$ cat config.mk
export PLATFORM = sky130hd
export DESIGN_NAME = interrupt_controller_v2
export DESIGN_NICKNAME = d
export VERILOG_FILES = /design/src/rtl/interrupt_controller_v2.sv
export SDC_FILE = /design/constraint.sdc
export NUM_CORES = 1
export LEC_CHECK = 0
export BUFFER_PORTS_ARGS = -buffer_cell sky130_fd_sc_hd__buf_2
export CAP_MARGIN = 10
export CORE_AREA = 5 5 65 67
export DETAILED_ROUTE_END_ITERATION = 6
export DIE_AREA = 0 0 70 72
export GPL_TIMING_DRIVEN = 0
export PLACE_DENSITY = 0.83
export SYNTH_ARGS = -nofsm -noshare
export SYNTH_HDL_FRONTEND = slang
export SYNTH_SLANG_ARGS = --single-unit
$ cat constraint.sdc
create_clock -name clk -period 1.3 [get_ports clk]
set_input_delay 0.195 -clock clk [delete_from_list [all_inputs] [get_ports clk]]
set_output_delay 0.195 -clock clk [all_outputs]
set_load 0.02 [all_outputs]
$ cat src/rtl/interrupt_controller_v2.sv
// interrupt_controller_v2: aggregates N_IRQ active-low requests into one
// active-low CPU interrupt with per-source enable, level/edge mode and
// write-1-to-clear pending bits, behind an 8-bit register window.
// Register address = {0, reg[1:0], bank[1:0]}; 0x10 ID, 0x11 CTRL (GIE).
// Optional macro INTCTRL_PRIORITY_EN adds a registered lowest-index
// priority encoder readable at ID; without it ID reads 0x00.
// Bus handshake: a CPU access happens whenever cs is high; rwb=1 reads
// combinationally with no side effects, rwb=0 commits the write at the
// next rising clk edge. There is no stall: every access completes at once.
module interrupt_controller_v2 #(
    parameter int N_IRQ = 8
) (
    input  logic             clk,
    input  logic             reset,
    input  logic [4:0]       addr,
    input  logic [7:0]       i_data,
    output logic [7:0]       o_data,
    input  logic             cs,
    input  logic             rwb,
    input  logic [N_IRQ-1:0] irqb_in,
    output logic             irqb_master
);

    localparam logic [1:0] REG_RAW     = 2'd0;
    localparam logic [1:0] REG_ENABLE  = 2'd1;
    localparam logic [1:0] REG_MODE    = 2'd2;
    localparam logic [1:0] REG_PENDING = 2'd3;
    localparam logic [4:0] ADDR_ID     = 5'h10;
    localparam logic [4:0] ADDR_CTRL   = 5'h11;

    logic [N_IRQ-1:0] enable_q,  enable_d;
    logic [N_IRQ-1:0] mode_q,    mode_d;
    logic [N_IRQ-1:0] pending_q, pending_d;
    logic [N_IRQ-1:0] prev_q,    prev_d;
    logic             gie_q,     gie_d;
    logic             irqb_master_q, irqb_master_d;
    logic [7:0]       id_q,      id_d;

    logic             wr;
    logic             bank_space;
    logic [1:0]       reg_idx;
    logic [1:0]       bank;
    logic [N_IRQ-1:0] wmask;
    logic [N_IRQ-1:0] wdata;
    logic [N_IRQ-1:0] clr;
    logic [N_IRQ-1:0] fall;
    logic [N_IRQ-1:0] mode_chg;
    logic [N_IRQ-1:0] active;

    // Extract the 8-bit slice of a source vector for one bank; bits past N_IRQ read 0.
    function automatic logic [7:0] bank_byte(input logic [N_IRQ-1:0] v, input logic [1:0] b);
        logic [7:0] r;
        r = 8'h00;
        for (int i = 0; i < N_IRQ; i++) begin
            if ((i / 8) == int'(b)) r[i % 8] = v[i];
        end
        return r;
    endfunction

    // Bus decode: spread the write byte onto the selected bank's source lanes.
    always_comb begin
        wr         = cs & ~rwb;
        bank_space = ~addr[4];
        reg_idx    = addr[3:2];
        bank       = addr[1:0];
        wmask      = '0;
        wdata      = '0;
        for (int i = 0; i < N_IRQ; i++) begin
            wmask[i] = ((i / 8) == int'(bank));
            wdata[i] = i_data[i % 8];
        end
    end

    // Next-state for enable, mode, pending, edge history and GIE.
    always_comb begin
        enable_d = enable_q;
        mode_d   = mode_q;
        gie_d    = gie_q;
        prev_d   = irqb_in;
        clr      = '0;
        if (wr && bank_space && reg_idx == REG_ENABLE)
            enable_d = (enable_q & ~wmask) | (wdata & wmask);
        if (wr && bank_space && reg_idx == REG_MODE)
            mode_d = (mode_q & ~wmask) | (wdata & wmask);
        if (wr && bank_space && reg_idx == REG_PENDING)
            clr = wdata & wmask;
        if (wr && addr == ADDR_CTRL)
            gie_d = i_data[0];
        fall     = prev_q & ~irqb_in;
        mode_chg = mode_d ^ mode_q;
        // A new edge beats a same-cycle clear; a mode flip discards stale state.
        for (int i = 0; i < N_IRQ; i++) begin
            if (mode_chg[i])
                pending_d[i] = 1'b0;
            else if (mode_q[i])
                pending_d[i] = fall[i] | (pending_q[i] & ~clr[i]);
            else
                pending_d[i] = ~irqb_in[i];
        end
        active        = pending_q & enable_q;
        irqb_master_d = ~(gie_q & (|active));
    end

`ifdef INTCTRL_PRIORITY_EN
    // Lowest active index wins; 0x80 means nothing is both pending and enabled.
    always_comb begin
        id_d = 8'h80;
        for (int i = N_IRQ - 1; i >= 0; i--) begin
            if (active[i]) id_d = 8'(i);
        end
    end
`else
    // No encoder: ID is a constant zero.
    always_comb begin
        id_d = 8'h00;
    end
`endif

    // State registers with synchronous active-high reset.
    always_ff @(posedge clk) begin
        if (reset) begin
            enable_q      <= '0;
            mode_q        <= '0;
            pending_q     <= '0;
            prev_q        <= '1;
            gie_q         <= 1'b1;
            irqb_master_q <= 1'b1;
`ifdef INTCTRL_PRIORITY_EN
            id_q          <= 8'h80;
`else
            id_q          <= 8'h00;
`endif
        end else begin
            enable_q      <= enable_d;
            mode_q        <= mode_d;
            pending_q     <= pending_d;
            prev_q        <= prev_d;
            gie_q         <= gie_d;
            irqb_master_q <= irqb_master_d;
            id_q          <= id_d;
        end
    end

    // Read mux: combinational, zero unless a read is selected.
    always_comb begin
        o_data = 8'h00;
        if (cs && rwb) begin
            if (bank_space) begin
                case (reg_idx)
                    REG_RAW:     o_data = bank_byte(~irqb_in, bank);
                    REG_ENABLE:  o_data = bank_byte(enable_q, bank);
                    REG_MODE:    o_data = bank_byte(mode_q, bank);
                    REG_PENDING: o_data = bank_byte(pending_q, bank);
                    default:     o_data = 8'h00;
                endcase
            end else if (addr == ADDR_ID) begin
                o_data = id_q;
            end else if (addr == ADDR_CTRL) begin
                o_data = {7'b0, gie_q};
            end
        end
    end

    assign irqb_master = irqb_master_q;

endmodule
==> flow_metrics.tcl <==
set metrics [dict create \
    start_util 0.534 \
    grt_setup_unrepaired "true" \
    core-area_um2 3580 \
    syn-cell-area_um2 1910 \
    area_delta_synth_final_pct 26.1 \
    wire_per_inst_um 16.0 \
    p_total_mw 1.94 \
    setup.worst_path.class "reg -> out" \
    cts_tree "built" \
    timing.fmax_mhz 602 \
    antenna_found_initial 0 \
    ys_ff_latch 34 \
    finalCritPeriodShare 1.28 \
    fin_area_um2 2410 \
    dp_hpwl_um 3000 \
    die_width_um 70 \
    reg2reg_depth 4 \
    cp_max_fo 2 \
    cp_slowest_cell "mux4_2" \
    violations "setup timing" \
    grt_max_degree 11 \
    synthCells 201 \
    drive_gt1_frac 0.441 \
    via_per_inst 5.52 \
    drc_errors 0 \
    hp-class "in -> reg" \
    cts_num_sinks 34 \
    grt_first_pass_wirelength_um 7860 \
    gp_congestion 0.780 \
    vias 1677 \
    hold_viol_final 0 \
    fin_worst_skew_ns 0.0153 \
    fin_crit_ns 1.66 \
    cts_made_buffers 5 \
    setup.worst_path.start "pending_q[6]" \
    drv_cap 0 \
    setup_viol 8 \
    clockBufferDepth 2 \
    num_io_pins 34 \
    synth_cell_types 31 \
    seq_area_frac_synth 0.356 \
    rows 22 \
    tightest_slew_ns 0.486 \
    ff2ff_setup_slack_ns 0.19 \
    dr.pass1.iters 4 \
    first_global_vias 1624 \
    layout_commonest_cell "buf_2" \
    max_slew_margin 0.676 \
    cp_num_cells 3 \
    cp.arrival_ns 1.47 \
    antenna_left 0 \
    postCtsHoldBufs 0 \
    multi_input_area_um2 1060 \
    crit_family "multiplexers" \
    diodes 0 \
    required_ns 1.11 \
    cts_root_buf "clkbuf_4" \
    drtIter0Drc 127 \
    layout_common_cells "27 x buf_2, 24 x nor2_1, 23 x inv_1, 23 x mux2i_1, 21 x buf_4" \
    r2r_start "mode_q[7]" \
    layout.nets 281 \
    end_kind "output pin" \
    critPathCapture "o_data[6]" \
    setup_ws_ns -0.362 \
    power_leakage_nw 1.19 \
    seq_area_um2 714 \
    crit_buf_inv 1 \
    peakVddDrop_uv 572 \
    ys_warn_count 0 \
    totalWireLength_um 4880 \
    status "finished with violations" \
    syn_area_per_cell_um2 9.50 \
    max_stage_delay_ns 0.47 \
    syn-num-nets 226 \
    dpl-instance-area_um2 2120 \
    crit_chain "mux4_2, and2_4, buf_6" \
    final_util 0.673 \
    cts.clk_slew.worst_paths_ns 0.11 \
    die_h_um 72 \
    startpoint_type "flip-flop" \
    numPortBuffers 31 \
    fill_cells 283 \
    grt_use_total 0.200 \
    overflow 0 \
    r2r-end "pending_q[7]" \
    clk_latency_ns 0.35 \
    power_density_nw_per_um2 807 \
    h-tree-depth 2 \
    finalSetupTns_ns -2.61 \
    finalMaxSlewViolations 0 \
    dpl_worst_slack_ns -0.347 \
    die_area_um2 5040 \
]
==> per-layer routing <==
layer / vias up / GRT usage / routed length [µm]
li1: 822 / - / -
met1: 786 / 0.244 / 1940
met2: 59 / 0.340 / 2520
met3: 10 / 0.0554 / 332
met4: 0 / 0.0723 / 89
met5: - / 0 / 0
==> kinds of logic after synthesis <==
family,share of synthesized area
and+or+nand+nor,0.161
AOI/OAI and AO/OA,0.164
buffers and inverters,0.0996
DFF,0.356
muxes,0.215
xor gates and xnor gates,0.00459
==> cell usage after synthesis <==
| cell | number | area (µm²) |
|---|---|---|
| nand4b_1 | 3 | 26.3 |
| nand2b_1 | 1 | 6.26 |
| a211oi_2 | 7 | 87.6 |
| inv_1 | 23 | 86.3 |
| o21ai_0 | 5 | 25.0 |
| nor2_1 | 24 | 90.1 |
| a21oi_1 | 17 | 85.1 |
| nand3b_1 | 8 | 60.1 |
| nor2b_1 | 1 | 6.26 |
| or2_2 | 1 | 6.26 |
| dfxtp_1 | 34 | 681 |
| nor4b_2 | 1 | 15.0 |
| mux2i_1 | 23 | 230 |
| mux4_2 | 8 | 180 |
| and3_1 | 3 | 18.8 |
| o21ai_1 | 3 | 15.0 |
| nand2_1 | 2 | 7.51 |
| buf_6 | 3 | 33.8 |
| clkbuf_1 | 2 | 7.51 |
| nor3_1 | 1 | 5.00 |
| buf_12 | 1 | 20.0 |
| xnor2_1 | 1 | 8.76 |
| nor3_2 | 1 | 10.0 |
| a311oi_1 | 1 | 8.76 |
| a22oi_1 | 4 | 30.0 |
| nand3_1 | 1 | 5.00 |
| buf_4 | 3 | 22.5 |
| a22o_1 | 7 | 61.3 |
| nand4_1 | 1 | 6.26 |
| buf_2 | 4 | 20.0 |
| and2_1 | 7 | 43.8 |
==> what timing repair did <==
item / CTS / global route
endpoints found under the setup margin: 8 / 8
resized for setup: 38 / 11
buffers inserted: 18 / 0
==> worst min-delay path by stage <==
stage | start | end | slack (ns) | cells past startpoint
final | irqb_in[7] | prev_q[7] | 0.06 | 2
after detailed placement | irqb_in[6] | prev_q[6] | 0.41 | 3
after global routing | irqb_in[7] | prev_q[7] | 0.05 | 2
after floorplan | irqb_in[0] | prev_q[0] | 0.29 | 2
after CTS | irqb_in[6] | prev_q[6] | 0.05 | 3
after global placement | irqb_in[5] | prev_q[5] | 0.41 | 3
==> power breakdown <==
group / internal, mW / switching [mW]
clock network: 0.204 / 0.343
logic: 0.152 / 0.162
registers: 1.07 / 0.0153
==> cell type report <==
| class | count | share of cell area |
|---|---|---|
| Multi-Input combinational cell | 131 | 0.441 |
| Sequential cell | 34 | 0.297 |
| Timing Repair Buffer | 49 | 0.141 |
| Buffer | 12 | 0.0416 |
| Inverter | 23 | 0.0358 |
| Tap cell | 48 | 0.0249 |
| Clock buffer | 7 | 0.0187 |
==> through the flow <==
stage | hold slack (ns) | cells
after detailed placement | 0.413 | 280
final | 0.0577 | 304
after floorplan | 0.286 | 201
after global routing | 0.0533 | 304
after global placement | 0.409 | 280
after CTS | 0.0537 | 304
Note: power is estimated with default switching activity, not from simulation.
